[config.mk]
export PLATFORM = sky130hd
export DESIGN_NAME = ps2_host_tx
export DESIGN_NICKNAME = d
export VERILOG_FILES = /design/src/rtl/ps2_host_tx.sv
export SDC_FILE = /design/constraint.sdc
export NUM_CORES = 1
export LEC_CHECK = 0
export BUFFER_PORTS_ARGS = -buffer_cell sky130_fd_sc_hd__clkbuf_2
export CORE_ASPECT_RATIO = 0.7
export CORE_MARGIN = 2
export CORE_UTILIZATION = 35
export CTS_CLUSTER_SIZE = 14
export DETAILED_ROUTE_END_ITERATION = 10
export GPL_TIMING_DRIVEN = 0
export SYNTH_ARGS = -nofsm -noshare
export SYNTH_HDL_FRONTEND = slang
export SYNTH_SLANG_ARGS = --single-unit
[constraint.sdc]
create_clock -name clock -period 3.5 [get_ports clock]
set_input_delay 0.35 -clock clock [delete_from_list [all_inputs] [get_ports clock]]
set_output_delay 0.35 -clock clock [all_outputs]
set_load 0.02 [all_outputs]
[src/rtl/ps2_host_tx.sv]
`default_nettype none
// ============================================================================
// Module   : ps2_host_tx
// Purpose  : PS/2 host-to-device byte transmitter (inhibit, request, frame, ACK).
//            Define PS2_TX_RETRY_EN to allow one automatic retry before error.
// Revision : 1.0
// ============================================================================
module ps2_host_tx #(
    parameter int INHIBIT_CYCLES = 6000,
    parameter int TIMEOUT_CYCLES = 750000
) (
    input  logic       clock,
    input  logic       reset,
    input  logic       send_valid,
    input  logic [7:0] send_data,
    output logic       send_ready,
    output logic       done,
    output logic       error,
    output logic       busy,
    input  logic       ps2_clk_in,
    input  logic       ps2_dat_in,
    output logic       ps2_clk_oe,
    output logic       ps2_dat_oe
);

    localparam int TW = $clog2(TIMEOUT_CYCLES + 1);
    localparam int IW = $clog2(INHIBIT_CYCLES + 1);
    localparam logic [TW-1:0] C_TIMEOUT  = TW'(TIMEOUT_CYCLES);
    localparam logic [IW-1:0] C_INH_LAST = IW'(INHIBIT_CYCLES - 1);

    typedef enum logic [2:0] {
        S_IDLE      = 3'd0,
        S_INHIBIT   = 3'd1,
        S_REQ       = 3'd2,
        S_DATA      = 3'd3,
        S_STOP      = 3'd4,
        S_ACK       = 3'd5,
        S_WAIT_IDLE = 3'd6,
        S_FAIL      = 3'd7
    } state_t;

    state_t        state_q;
    logic [1:0]    clk_sync_q;
    logic [1:0]    dat_sync_q;
    logic          clk_prev_q;
    logic [8:0]    shift_q;
    logic [3:0]    bit_cnt_q;
    logic [IW-1:0] inh_cnt_q;
    logic [TW-1:0] tmo_cnt_q;
`ifdef PS2_TX_RETRY_EN
    logic          retry_q;
`endif

    logic clk_s;
    logic dat_s;
    logic clk_fall;
    logic tmo_window;

    assign clk_s      = clk_sync_q[1];
    assign dat_s      = dat_sync_q[1];
    assign clk_fall   = clk_prev_q & ~clk_s;
    assign tmo_window = (state_q == S_REQ)  || (state_q == S_DATA) ||
                        (state_q == S_STOP) || (state_q == S_ACK)  ||
                        (state_q == S_WAIT_IDLE);

    // Synchronizers reset to the idle bus level so release of reset makes no false edge
    always_ff @(posedge clock or posedge reset) begin
        if (reset) begin
            clk_sync_q <= 2'b11;
            dat_sync_q <= 2'b11;
            clk_prev_q <= 1'b1;
        end else begin
            clk_sync_q <= {clk_sync_q[0], ps2_clk_in};
            dat_sync_q <= {dat_sync_q[0], ps2_dat_in};
            clk_prev_q <= clk_s;
        end
    end

    always_ff @(posedge clock or posedge reset) begin
        if (reset) begin
            state_q    <= S_IDLE;
            send_ready <= 1'b1;
            done       <= 1'b0;
            error      <= 1'b0;
            busy       <= 1'b0;
            ps2_clk_oe <= 1'b0;
            ps2_dat_oe <= 1'b0;
            shift_q    <= '0;
            bit_cnt_q  <= '0;
            inh_cnt_q  <= '0;
            tmo_cnt_q  <= '0;
`ifdef PS2_TX_RETRY_EN
            retry_q    <= 1'b0;
`endif
        end else begin
            done  <= 1'b0;
            error <= 1'b0;
            if (tmo_window && (tmo_cnt_q == '0)) begin
                state_q    <= S_FAIL;
                ps2_clk_oe <= 1'b0;
                ps2_dat_oe <= 1'b0;
            end else begin
                if (tmo_window) begin
                    tmo_cnt_q <= tmo_cnt_q - TW'(1);
                end
                case (state_q)
                    S_IDLE: begin
                        if (send_valid && send_ready) begin
                            shift_q    <= {~^send_data, send_data};
                            state_q    <= S_INHIBIT;
                            send_ready <= 1'b0;
                            busy       <= 1'b1;
                            ps2_clk_oe <= 1'b1;
                            inh_cnt_q  <= '0;
`ifdef PS2_TX_RETRY_EN
                            retry_q    <= 1'b0;
`endif
                        end
                    end
                    S_INHIBIT: begin
                        if (inh_cnt_q == C_INH_LAST) begin
                            state_q    <= S_REQ;
                            ps2_clk_oe <= 1'b0;
                            ps2_dat_oe <= 1'b1;
                            tmo_cnt_q  <= C_TIMEOUT;
                            bit_cnt_q  <= '0;
                        end else begin
                            inh_cnt_q <= inh_cnt_q + IW'(1);
                        end
                    end
                    S_REQ, S_DATA: begin
                        // Data only changes just after a device falling edge
                        if (clk_fall) begin
                            ps2_dat_oe <= ~shift_q[0];
                            shift_q    <= {1'b0, shift_q[8:1]};
                            bit_cnt_q  <= bit_cnt_q + 4'd1;
                            if (state_q == S_REQ) begin
                                state_q <= S_DATA;
                            end else if (bit_cnt_q == 4'd8) begin
                                state_q <= S_STOP;
                            end
                        end
                    end
                    S_STOP: begin
                        if (clk_fall) begin
                            ps2_dat_oe <= 1'b0;
                            bit_cnt_q  <= 4'd10;
                            state_q    <= S_ACK;
                        end
                    end
                    S_ACK: begin
                        if (clk_fall) begin
                            bit_cnt_q <= 4'd11;
                            state_q   <= dat_s ? S_FAIL : S_WAIT_IDLE;
                        end
                    end
                    S_WAIT_IDLE: begin
                        if (clk_s && dat_s) begin
                            state_q    <= S_IDLE;
                            done       <= 1'b1;
                            busy       <= 1'b0;
                            send_ready <= 1'b1;
                        end
                    end
                    S_FAIL: begin
                        ps2_clk_oe <= 1'b0;
                        ps2_dat_oe <= 1'b0;
`ifdef PS2_TX_RETRY_EN
                        if (!retry_q) begin
                            retry_q    <= 1'b1;
                            state_q    <= S_INHIBIT;
                            ps2_clk_oe <= 1'b1;
                            inh_cnt_q  <= '0;
                        end else begin
                            state_q    <= S_IDLE;
                            error      <= 1'b1;
                            busy       <= 1'b0;
                            send_ready <= 1'b1;
                        end
`else
                        state_q    <= S_IDLE;
                        error      <= 1'b1;
                        busy       <= 1'b0;
                        send_ready <= 1'b1;
`endif
                    end
                    default: state_q <= S_IDLE;
                endcase
            end
        end
    end

endmodule
`default_nettype wire

==> After elaboration in Yosys (flattened, before gate mapping) <==
Cells that the tools add are included.
Widths: inputs -> output; s select.
{ "totals": {"word_cells": 112, "out_inout_bits": 6, "register_bits": 60} }
{ "classes": {"add_sub_neg": 3, "n_reduce_logical": 24, "n_eq_ne": 23, "n_bitwise": 4, "mux": 44} }
{ "op_table": {"columns": ["cell", "count"], "rows": [
  ["$mux 20", 3],
  ["$mux 3", 9],
  ["$mux 13", 2],
  ["$pmux 13 s2", 1],
  ["$pmux 3 s7", 1],
  ["$logic_not 20->1", 1],
  ["$sub 20x1->20 const B", 1],
  ["$mux 9", 2],
  ["$pmux 9 s2", 1],
  ["$mux 1", 16],
  ["$mux 4", 4],
  ["$pmux 4 s4", 1],
  ["$reduce_and 4->1", 4],
  ["$add 13x1->13 const B", 1],
  ["$eq 13x13->1 const B", 1],
  ["$eq 3x3->1 const B", 4],
  ["$ne 2x2->1 const B", 6],
  ["$ne 3x3->1 const B", 3],
  ["$pmux 1 s3", 3],
  ["$reduce_bool 4->1", 2],
  ["$reduce_xnor 8->1", 1],
  ["$reduce_and 7->1", 1],
  ["$eq 3x2->1 const B", 2],
  ["$ne 3x2->1 const B", 2],
  ["other kinds (18)", 26]
]} }

==> Logic depth before layout (Yosys ltp) <==
{ "depth": {"ltp_word": 8, "mapped_depth": 8} }

==> Least setup slack after synthesis <==
OpenSTA, ideal clock, no wires.
{ "synth_timing": {"path_kind": "register to register", "start": "register inh_cnt_q[0]", "end": "register inh_cnt_q[5]", "arrival_ns": 1.752, "setup_ns": 0.119, "path_buffers": 1, "slack_ns": 1.629, "period_less_slack_ns": 1.871, "path_stages_with_launch": 8, "cell_sequence": "dfrtp_1 -> ha_1 -> and4b_1 -> and4_1 -> buf_4 -> a211oi_2 -> a31oi_1 -> o21a_1"} }
{ "synth_via": {"elab_chain_len": 3} }
{ "synth_lines": {"columns": ["item", "line_no", "rtl"], "rows": [
  ["start: declaration", "48", "logic [IW-1:0] inh_cnt_q;"],
  ["start signal: assignment", "128", "inh_cnt_q <= inh_cnt_q + IW'(1);"],
  ["$add 13x1->13 / $eq 13x13->1 (equally long branches)", "128, 121", null],
  ["$mux 13 / $ne 2x2->1 (equally long branches)", null, null],
  ["$pmux 13 s2 / $reduce_and 4->1 (equally long branches)", null, null]
]} }
Parallel ways exist; a longest one is shown, timed or not. The select of a mux whose other input is x is not followed.
A chain may end at the register's enable or synchronous reset.

==> Final worst setup path <==
{ "layout_timing": {"start": "register inh_cnt_q[0]", "end": "register tmo_cnt_q[19]"} }
{ "layout_via": {"elab_chain_len": 3} }
{ "layout_lines": {"columns": ["item", "line_no", "rtl"], "rows": [
  ["$eq 13x13->1", "121", "if (inh_cnt_q == C_INH_LAST) begin"],
  ["$mux 20", "121", null],
  ["$mux 20", "106", "case (state_q)"],
  ["end signal: assignment", "104", "tmo_cnt_q <= tmo_cnt_q - TW'(1);"],
  ["end: declaration", "49", "logic [TW-1:0] tmo_cnt_q;"]
]} }
No other way between the ends.

==> qor.yml <==
floorplan:
  die_y_um: 87.74
  core_area_sq_um: 9722
  dieArea_sq_um: 10850
  die_w_um: 123.6
  fp-row-count: 30
  io_pins: 19
  initial_utilization_pct: 36.06
routing:
  vias: 2749
  wire_per_inst_um: 15.10
  wl_um: 7853
  drtAntennaViolNets: 0
  route.detailed.drc: 0
  first_pass_iters: 4
  viasPerCell: 5.287
  drtIter0Drc: 275
sta:
  fin_skew_ns: 0.009234
  finalSetupTns_ns: 0
  setup_violations: 0
  worstMarginPinSlew_ns: 0.9662
  finalHoldViolCount: 0
  period_minus_slack_ns: 2.311
  slew_headroom_pct: 35.09
  rsz0062_at_grt: "false"
  period_share_pct: 66.04
  drv_slew: 0
  worst_slack_ns: 1.189
  max_freq_mhz: 432.6
worst_setup_path:
  critPathLaunchType: "register"
  crit_required_ns: 3.75
  crit_fanout: 10
  r2r-start: "inh_cnt_q[0]"
  worstSetupPathType: "reg2reg"
  worstSetupEndpointType: "register"
  r2r-end: "tmo_cnt_q[19]"
  rrSetupSlack_ns: 1.19
  worstPathArrival_ns: 2.56
  reg2reg_depth: 7
synth:
  synthMuxAreaShare_pct: 4.961
  synthArstFlopShare_pct: 100.0
  syn_nets: 375
  ys.warnings.count: 0
  synth_xor_area_share_pct: 5.746
  synth_area_sq_um: 3506
  syn_area_per_cell_sq_um: 9.820
  post_synth_inst_count: 357
  synth_edf_count: 0
  synth_top_flop_cell: "dfrtp_1"
  synthAdderAreaFrac_pct: 1.784
  ys_seq_elements: 60
  yosysSeqAreaShare_pct: 43.04
  synth_top_family_by_area: "simple AND/OR/NAND/NOR gates"
  synth_compound_area_share_pct: 15.74
  synthSimpleGateAreaFrac_pct: 25.23
  synth.distinct_cells: 71
status:
  status: "finished, final reports clean"
cells_and_area:
  fin_nets: 405
  post-route-cell-area_sq_um: 4031
  diodes: 0
  multi_input_area_sq_um: 1874
  final-seq-area_sq_um: 1509
  fill_cells: 944
  layout_common_cells: "54 x dfrtp_1, 45 x nand2_1, 27 x nor2_1"
  area_delta_synth_final_pct: 14.99
  layout-drive-gt1-share_pct: 18.88
  layout_commonest_cell: "dfrtp_1"
placement:
  gp_congestion: 0.8162
  pre_cts_ws_ns: 1.192
  placed_cell_area_sq_um: 3776
  io_buffers: 18
  hpwl_um: 5640
global_route:
  overflow: 0
  grt_max_degree: 40
  first_global_vias: 2618
  grtUsageTotal_pct: 16.35
  antenna_found_initial: 0
  grt_pass1_wl_um: 13430
clocking:
  cts_htree_levels: 3
  postCtsHoldBufs: 0
  cts.sinks: 60
  postCtsSetupRepairBufs: 0
  clk_path_buf_depth: 2
  root_buffer: "clkbuf_16"
  worst_skew_pair.late_latency_ns: 0.33
  cts_resized: 0
  clkTransAtPathRegs_ns: 0.06
  numCtsBuffers: 9
  cts_tree: "yes"
pwr:
  vdd_ir_drop_max_mv: 0.2872
  powerDensity_nw_per_um2: 378.6
  power_uw: 1526
  power_leakage_uw: 0.001882
min_path:
  hp-class: "in2async"
flow_run:
  max-cap-violations: 0
[power by group]
part / switching (uW) / internal, uW / total, uW
clock network: 302 / 475 / 777
registers: 2.03 / 700 / 702
logic: 27.9 / 19.1 / 47.0
total: 332 / 1190 / 1530
[routing by layer]
metal / wire length [um] / track usage [%] / vias to the layer above / share of wire (%)
li1: - / - / 1344 / -
met1: 4225 / 24.86 / 1341 / 54
met2: 3118 / 21.33 / 55 / 40
met3: 407 / 5.273 / 9 / 5.2
met4: 102 / 5.682 / 0 / 1.3
met5: 0 / 0 / - / 0
[through the flow]
step | hold WS [ns] | cells | utilization (%)
2_1_floorplan | 0.3452 | 357 | -
3_3_place_gp | 0.3465 | 503 | 38.64
3_5_place_dp | 0.3502 | 504 | 38.84
4_1_cts | 0.05192 | 520 | 41.47
5_1_grt | 0.07481 | 520 | 41.47
6_report | 0.03694 | 520 | 41.47
[how the worst max path moves through the flow]
| stage | start | endpoint | slack [ns] | depth (start not counted) |
|---|---|---|---|---|
| after floorplan | inh_cnt_q[0] | inh_cnt_q[5] | 1.63 | 7 |
| after global placement | reset | shift_q[4] | 0.84 | 2 |
| after detailed placement | inh_cnt_q[0] | tmo_cnt_q[19] | 1.19 | 7 |
| after CTS | inh_cnt_q[0] | tmo_cnt_q[19] | 1.16 | 7 |
| after global routing | inh_cnt_q[0] | tmo_cnt_q[5] | 0.95 | 7 |
| final | inh_cnt_q[0] | tmo_cnt_q[19] | 1.19 | 7 |
[cells in the mapped netlist (2+ instances only)]
| master | instances | area (sq um) |
|---|---|---|
| dfrtp_1 | 54 | 1351 |
| nand2_1 | 45 | 168.9 |
| nor2_1 | 27 | 101.4 |
| inv_1 | 15 | 56.30 |
| xnor2_1 | 15 | 131.4 |
| mux2i_1 | 14 | 140.1 |
| a21oi_1 | 13 | 65.06 |
| o21ai_0 | 11 | 55.05 |
| o21ai_1 | 10 | 50.05 |
| buf_2 | 8 | 40.04 |
| nand3_1 | 8 | 40.04 |
| xor2_1 | 8 | 70.07 |
| nor3_1 | 7 | 35.03 |
| dfstp_2 | 6 | 157.7 |
| nand2b_1 | 6 | 37.54 |
| nor4_1 | 6 | 37.54 |
| ha_1 | 5 | 62.56 |
| or2_2 | 5 | 31.28 |
| a21o_1 | 4 | 30.03 |
| and2_1 | 4 | 25.02 |
| nand4_1 | 4 | 25.02 |
| nor2b_1 | 4 | 25.02 |
| o31ai_1 | 4 | 30.03 |
| or3_1 | 4 | 25.02 |
| or4_1 | 4 | 30.03 |
| clkbuf_1 | 3 | 11.26 |
| mux2_1 | 3 | 33.78 |
| nand3b_1 | 3 | 22.52 |
| nor4_4 | 3 | 63.81 |
| o211ai_1 | 3 | 22.52 |
| a22o_1 | 2 | 17.52 |
| and4_1 | 2 | 17.52 |
| buf_4 | 2 | 15.01 |
| nand4_4 | 2 | 42.54 |
| nor3b_1 | 2 | 15.01 |
| nor4b_1 | 2 | 17.52 |
| o2111ai_1 | 2 | 17.52 |
| o211ai_2 | 2 | 25.02 |
| o211ai_4 | 2 | 42.54 |
| o21a_1 | 2 | 15.01 |
[worst max-delay path: stages (launching register included)]
cell and delay [ns]:
dfrtp_1 0.38, ha_1 0.24, and4b_1 0.23, nand4_1 0.20, nor2_1 0.51, clkbuf_1 0.45, nor2_1 0.07, mux2i_1 0.14
[state kept, by name (all words and copies together) (netlist names), 2 cells and up]
| name | count |
|---|---|
| bit_cnt_q | 4 |
| clk_sync_q | 2 |
| dat_sync_q | 2 |
| inh_cnt_q | 13 |
| shift_q | 9 |
| state_q | 3 |
| tmo_cnt_q | 20 |
[cell families after synthesis]
kind of cell             Yosys count
AND/OR/NAND/NOR                  151
AO/OA/AOI/OAI                     73
multiplexers                      17
buffers and inverters             28
flip-flops                        60
adder cells (fa/ha/maj)            5
XOR/XNOR                          23
[layout make-up]
| type | instances | area share (%) |
|---|---|---|
| Clock inverter | 3 | 0.3724 |
| Sequential cell | 60 | 37.43 |
| Inverter | 15 | 1.397 |
| Clock buffer | 13 | 5.959 |
| Multi-Input combinational cell | 269 | 46.49 |
| Timing Repair Buffer | 19 | 2.731 |
| Tap cell | 128 | 3.973 |
| Buffer | 13 | 1.645 |
Power figures use the tool's default switching activity.
